**config.mk**
```make
export PLATFORM = sky130hd
export DESIGN_NAME = mult_accumulator
export DESIGN_NICKNAME = d
export VERILOG_FILES = /design/src/rtl/mult_acc_pkg.sv /design/src/rtl/mult_accumulator_edge_detect_rise.sv /design/src/rtl/mult_accumulator.sv
export SDC_FILE = /design/constraint.sdc
export NUM_CORES = 1
export LEC_CHECK = 0
export CORE_MARGIN = 2
export CORE_UTILIZATION = 53
export DETAILED_ROUTE_END_ITERATION = 10
export PLACE_DENSITY = 0.84
export SLEW_MARGIN = 25
export SYNTH_ARGS = -nofsm -noshare
export SYNTH_HDL_FRONTEND = slang
export SYNTH_SLANG_ARGS = --single-unit
```
**constraint.sdc**
```tcl
create_clock -name i_clk -period 5.2 [get_ports i_clk]
set_input_delay 0.78 -clock i_clk [delete_from_list [all_inputs] [get_ports i_clk]]
set_output_delay 0.78 -clock i_clk [all_outputs]
set_load 0.005 [all_outputs]
```
**src/rtl/mult_acc_pkg.sv**
```systemverilog
// Shared types and width derivation for the serial-multiplier MAC back end.
package mult_acc_pkg;

  typedef enum logic {
    ST_ACCUM = 1'b0,
    ST_HOLD  = 1'b1
  } state_e;

  // Ceiling log2, evaluated at elaboration time.
  function automatic int clog2(input int v);
    int r;
    r = 0;
    while ((1 << r) < v) r++;
    return r;
  endfunction

  // Term counter width; at least one bit so N_TERMS = 1 still has a counter.
  function automatic int nb_cnt(input int n_terms);
    return (clog2(n_terms) < 1) ? 1 : clog2(n_terms);
  endfunction

  // Product width plus one growth bit per doubling of the term count.
  function automatic int nb_acc(input int nb_data, input int n_terms);
    return 2 * nb_data + nb_cnt(n_terms);
  endfunction

endpackage

```
**src/rtl/mult_accumulator_edge_detect_rise.sv**
```systemverilog
// Rising-edge detector: one pulse per low-to-high transition of i_sig.
module edge_detect_rise (
  input  logic i_clk,
  input  logic i_rst,
  input  logic i_sig,
  output logic o_pulse
);

  logic sig_q;

  // History of the input, updated unconditionally every cycle.
  always_ff @(posedge i_clk or negedge i_rst) begin
    if (!i_rst) sig_q <= 1'b0;
    else        sig_q <= i_sig;
  end

  assign o_pulse = i_sig & ~sig_q;

endmodule

```
**src/rtl/mult_accumulator.sv**
```systemverilog
// Sums N_TERMS consecutive multiplier products and hands each frame sum
// downstream on a valid/ready port. The multiplier cannot be stalled, so
// products arriving while a sum is still pending are dropped and flagged.
module mult_accumulator
  import mult_acc_pkg::*;
#(
  parameter  int NB_DATA = 4,
  parameter  int N_TERMS = 4,
  localparam int NB_CNT  = nb_cnt(N_TERMS),
  localparam int NB_ACC  = nb_acc(NB_DATA, N_TERMS)
) (
  input  logic                 i_clk,
  input  logic                 i_rst,
  input  logic                 i_clear,
  input  logic [2*NB_DATA-1:0] i_mult,
  input  logic                 i_mult_done,
  output logic [NB_ACC-1:0]    o_acc,
  output logic                 o_acc_valid,
  input  logic                 i_acc_ready,
  output logic [NB_CNT-1:0]    o_term_cnt,
  output logic                 o_overrun
);

  localparam logic [NB_CNT-1:0] LAST_TERM = NB_CNT'(N_TERMS - 1);

  state_e            state_q;
  logic [NB_ACC-1:0] acc_q;
  logic [NB_CNT-1:0] cnt_q;
  logic              valid_q;
  logic              ovr_q;

  logic              prod_evt;
  logic [NB_ACC-1:0] prod_ext;
  logic              hshake;

  // A done level held for many cycles must count as a single product.
  edge_detect_rise u_done_edge (
    .i_clk   (i_clk),
    .i_rst   (i_rst),
    .i_sig   (i_mult_done),
    .o_pulse (prod_evt)
  );

  assign prod_ext = NB_ACC'(i_mult);
  assign hshake   = valid_q & i_acc_ready;

  // Frame FSM: accumulate in ACCUM, park the finished sum in HOLD.
  always_ff @(posedge i_clk or negedge i_rst) begin
    if (!i_rst) begin
      state_q <= ST_ACCUM;
      acc_q   <= '0;
      cnt_q   <= '0;
      valid_q <= 1'b0;
      ovr_q   <= 1'b0;
    end else if (i_clear) begin
      // Abort wins over any product arriving this cycle; nothing is flagged.
      state_q <= ST_ACCUM;
      acc_q   <= '0;
      cnt_q   <= '0;
      valid_q <= 1'b0;
      ovr_q   <= 1'b0;
    end else begin
      case (state_q)
        ST_ACCUM: begin
          if (prod_evt) begin
            acc_q <= acc_q + prod_ext;
            if (cnt_q == LAST_TERM) begin
              cnt_q   <= '0;
              valid_q <= 1'b1;
              state_q <= ST_HOLD;
            end else begin
              cnt_q <= cnt_q + NB_CNT'(1);
            end
          end
        end
        ST_HOLD: begin
          if (hshake) begin
            if (prod_evt) begin
              // The coinciding product opens the next frame rather than being lost.
              acc_q <= prod_ext;
              if (LAST_TERM == '0) begin
                cnt_q   <= '0;
                valid_q <= 1'b1;
                state_q <= ST_HOLD;
              end else begin
                cnt_q   <= NB_CNT'(1);
                valid_q <= 1'b0;
                state_q <= ST_ACCUM;
              end
            end else begin
              acc_q   <= '0;
              cnt_q   <= '0;
              valid_q <= 1'b0;
              state_q <= ST_ACCUM;
            end
          end else if (prod_evt) begin
            ovr_q <= 1'b1;
          end
        end
        default: state_q <= ST_ACCUM;
      endcase
    end
  end

  assign o_acc       = acc_q;
  assign o_acc_valid = valid_q;
  assign o_term_cnt  = cnt_q;
  assign o_overrun   = ovr_q;

endmodule

```
# After elaboration in Yosys (flattened, before gate mapping)
# Cells that the tools add are included.
[classes]
add_sub_neg = 2
mul = 0
div_mod_pow = 0
order_cmp = 0
n_eq_ne = 5
shifts = 0
n_mux = 25
n_bitwise = 4
n_reduce_logical = 5
[op_table]
columns = ["op", "n"]
rows = [
  ["10-bit two-way mux", 3],
  ["10-bit case mux with 2 select lines", 1],
  ["1-bit two-way mux", 13],
  ["10-bit by 8-bit adder with 10-bit output", 1],
  ["2-bit two-way mux", 4],
  ["8-bit two-way mux", 1],
  ["3-bit != test, second input constant", 2],
  ["3-bit AND reduction", 2],
  ["1-bit case mux with 2 select lines", 2],
  ["2-bit case mux with 2 select lines", 1],
  ["2-bit nonzero test", 2],
  ["3-bit by 2-bit != test with 1-bit output, second input constant", 1],
  ["2-bit by 1-bit adder with 2-bit output, second input constant", 1],
  ["1-bit bitwise AND", 2],
  ["2-bit equality test, second input constant", 1],
  ["2-bit != test, second input constant", 1],
  ["1-bit NOT", 2],
  ["2-bit AND reduction", 1],
]
[totals]
regBits = 16
latchBits = 0
mem_bits_rw = 0
rom_bits = 0
in_bits = 13
output_inout_bits = 14
wordCells = 47
memories = 0

# Longest topological paths before layout
[logic_depth]
ltp_word = 6
mapped_depth = 8
depth_no_buf = 8

# Modules after synthesis
# Synthesis repeated with hierarchy kept, for this count alone.
[unflattened]
cells_unflattened = 120
hier_area_um2 = 1127.3
[by_module_without_submodules]
columns = ["mod", "n_inst", "cells_each", "area_per_inst_um2", "seq_area_each_um2"]
rows = [
  ["mult_accumulator", 1, 118, 1088.5, 375.4],
  ["edge_detect_rise", 1, 2, 38.8, 25.0],
]

# Least setup slack after synthesis
# Ideal clock, no wire load.
[synth_path]
path_type = "input to register"
start = "input i_mult[0]"
end = "register acc_q[6], in the netlist o_acc[6]"
setup_ps = 65
t_arrival_ps = 2152
required_time_ps = 5135
slack_ps = 2983
cell_stages = 8
n_path_buf = 0
cell_sequence = "ha_1 > inv_1 > fa_1 > nor2b_1 > o31a_2 > o21ai_0 > or3_1 > nand2_1"
[synth_between]
elab_chain_len = 4
[synth_lines]
columns = ["element", "line", "text"]
rows = [
  ["from (decl)", "mult_accumulator.sv:15", "input logic [2*NB_DATA-1:0] i_mult,"],
  ["10-bit by 8-bit adder with 10-bit output", "mult_accumulator.sv:66", "acc_q <= acc_q + prod_ext;"],
  ["10-bit two-way mux", "mult_accumulator.sv:65", "if (prod_evt) begin"],
  ["10-bit case mux with 2 select lines", "mult_accumulator.sv:63", "case (state_q)"],
  ["10-bit two-way mux", "mult_accumulator.sv:55", "end else if (i_clear) begin"],
  ["to (signal assigned)", "mult_accumulator.sv:66", ""],
  ["to (signal assigned)", "mult_accumulator.sv:80", "acc_q <= prod_ext;"],
  ["to (decl)", "mult_accumulator.sv:27", "logic [NB_ACC-1:0] acc_q;"],
]
# Every way passes these cells. The select of a mux whose other input is x is not followed.
# A chain may end at the register's enable or synchronous reset.

# Worst setup path after layout
# Ends and elaborated chain as after synthesis.

==> out/metrics.cfg <==
[clock_tree]
cts-buffers-inserted=3
root_buffer=clkbuf_4
cts.path.max_buffers=2
worstSkewPairLatency_ns=0.29
cts_sinks=16
clk_pin_slew_ns=0.10
post_cts_buffers=0
cts-resized-gates=0
cts_tree=done
cts_max_level=1
ctsHoldBuffers=0

[worst_setup_path]
worstPathCellList=clkdlybuf4s50_1 -> ha_1 -> inv_1 -> fa_1 -> nor2b_1 -> o31a_2 -> o21ai_0 -> or3_1 -> nand2_1
reg2reg_to=o_acc[6]$_DFFE_PN0P_
end_kind=flop
path_buf_inv=2
required_ns=5.44
reg2regPathDepth=8
startpoint=i_mult[0]
cp.arrival_ns=2.81
setup.worst_path.start_class=primary input
cp_max_fo=3
rr_startpoint=o_acc[0]$_DFFE_PN0P_
worst-r2r-setup-slack_ns=3.20
crit_end=o_acc[6]$_DFFE_PN0P_
slowest_delay_ns=0.48
crit_slowest_cell=clkdlybuf4s50_1
worstSetupPathType=in2reg
path_depth=9
critical-path-top-delay-family=simple AND/OR/NAND/NOR gates

[power]
intPower_mw=0.222
p_leak_nw=0.604
clockPowerShare_pct=26.8
p_seq_share_pct=43.4
p_total_mw=0.318
swShare_pct=30.1
worst_ir_drop_vdd_uv=135
p_sw_mw=0.0958
pwr-share-comb_pct=29.7
powerDensity_mw_per_mm2=220

[grt]
grt_usage_pct=23.9
grt_pass1_wl_um=4640
antenna_found_initial=0
grt_max_degree=21
grt_pass1_vias=1070
grt_overflow=0

[floorplan]
die_area_sq_mm=0.00256
dieHeight_um=50.6
fp-row-count=16
io_pins=27
start_util_pct=57.5
coreArea_sq_mm=0.00200
die_w_um=50.6

[final_layout]
instances_no_fill=179
fin_nets=176
drive_gt1_share_pct=5.26
final_util_pct=72.4
area_delta_synth_final_pct=25.9
diodes=0

[sta]
rsz0062_at_grt=false
fin_tns_setup_ns=0
fmax_ghz=0.388
tightestPinTransition_ns=0.760
clock_skew_ns=0.000859
fin_crit_ns=2.58
relSlewSlack_pct=49.2
setup_violations=0
final-hold-violation-count=0
timing.final.crit_share_pct=49.6
final_max_slew_viol_count=0

[synthesis]
ys_ff_latch=16
synth.most_common_cell=dfrtp_1
yosysWarnings=0
synth_area_leaders=dfrtp_1 (35%), ha_1 (9.8%), o21ai_0 (6.1%)
syn-num-nets=150
synth.avg_cell_area_sq_um=9.06
synth_top_area_cell=dfrtp_1
synth_area_sq_mm=0.00115
netlist_instances=127
ys_seq_area_share_pct=34.8
yosysTopAreaCellShare_pct=34.8
yosys-top-cells-count=dfrtp_1 (16), o21ai_0 (14), ha_1 (9), nand2_1 (9), nor2_1 (7)
synth_cell_type_count=39
synthArstFlopShare_pct=100
synth_ff_type=dfrtp_1
synth_edf_count=0

[detailed_routing]
first_pass_iters=4
vias_per_cell=6.30
vias=1128
drt_iter0_drc=28
drc=0
drt_wl_total_um=2820
ant_nets=0
wire_per_inst_um=15.7

[flow_run]
cap_violations=0

[placed_design]
dpl.hpwl_um=2080
dp_cells=175
gp_congestion=0.912
port_buffers=26

[hold_path]
hp-class=reg2reg

[run_status]
status=finished clean

==> worst reg2reg max path, stage by stage (launching register included) <==
cell,delay (ns)
dfrtp_1,0.39
ha_1,0.20
inv_1,0.06
fa_1,0.39
nor2b_1,0.20
o31a_2,0.17
o21ai_0,0.10
or3_1,0.37
nand2_1,0.08
==> stage by stage <==
stage / hold slack, ns / cell area [sq um] / worst slack, ns
2_1_floorplan: 0.484 / 1150 / 2.98
4_1_cts: 0.523 / 1450 / 2.64
3_5_place_dp: 0.487 / 1410 / 2.34
6_report: 0.522 / 1450 / 2.62
5_1_grt: 0.549 / 1450 / 2.55
3_3_place_gp: 0.489 / 1410 / 2.42
==> per-layer routing <==
layer | part of all wire [%] | routed length [um] | global-route usage (%) | vias to the layer above
met5 | 0 | 0 | 0 | -
met3 | 5.3 | 150 | 2.68 | 6
met4 | 1.3 | 36 | 9.91 | 0
li1 | - | - | - | 533
met2 | 50 | 1400 | 40.4 | 46
met1 | 44 | 1230 | 30.9 | 543
==> registers in the layout, summed over array words and instances (netlist names) <==
signal	count
state_q	1
o_acc_valid	1
o_term_cnt	2
o_overrun	1
u_done_edge.sig_q	1
o_acc	10
==> power by group through the flow <==
stage | Clock (mW) | Sequential [mW] | Combinational (mW)
after detailed placement | 0 | 0.141 | 0.0939
final | 0.0854 | 0.138 | 0.0946
after global placement | 0 | 0.140 | 0.0910
after global routing | 0.0950 | 0.140 | 0.104
after CTS | 0.0874 | 0.138 | 0.0946
after floorplan | 0 | 0.140 | 0.0546
==> layout by cell type, fill, tap and decap left out, types with 2 or more instances in the layout <==
cell	netlist	layout
clkdlybuf4s50_1	0	26
dfrtp_1	16	16
o21ai_0	14	14
nand2_1	9	9
ha_1	9	9
nor2_1	7	7
inv_1	6	6
a21oi_1	6	6
a211oi_1	4	4
a22oi_1	4	4
nor2b_1	3	3
or3_1	3	3
nand2b_1	3	3
o211ai_1	3	3
nor3_1	3	3
a31oi_1	3	3
xor2_1	3	3
o31ai_1	3	3
clkbuf_4	0	3
o21a_1	2	2
a21o_1	2	2
nand3_1	2	2
a221o_1	2	2
o22ai_1	2	2
==> kinds of logic after synthesis <==
family / after synthesis / share of synthesized area [%]
compound gates: 51 / 29.8
xor+xnor: 3 / 2.28
fa+ha+maj: 10 / 11.5
buf+inv: 11 / 4.78
flops: 16 / 34.8
simple gates: 36 / 16.8
==> worst min-delay path by stage <==
stage	startpoint	end	slack, ns	depth (start not counted)
floorplan	i_rst	o_acc[0]$_DFFE_PN0P_	0.48	0
global placement	o_overrun$_DFFE_PN0P_	o_overrun$_DFFE_PN0P_	0.49	2
detailed placement	o_overrun$_DFFE_PN0P_	o_overrun$_DFFE_PN0P_	0.49	2
CTS	o_overrun$_DFFE_PN0P_	o_overrun$_DFFE_PN0P_	0.52	2
global route	o_overrun$_DFFE_PN0P_	o_overrun$_DFFE_PN0P_	0.55	2
finish	o_acc[2]$_DFFE_PN0P_	o_acc[2]$_DFFE_PN0P_	0.52	2
==> cell type report <==
type                       count  area, sq um
clock buffer                   4         36.3
fill                         170          553
tap                           27         33.8
multi-input combinational    100          696
inverter                       6         22.5
sequential                    16          400
timing repair buffer          26          260
Note: power is estimated with default switching activity, not from simulation.
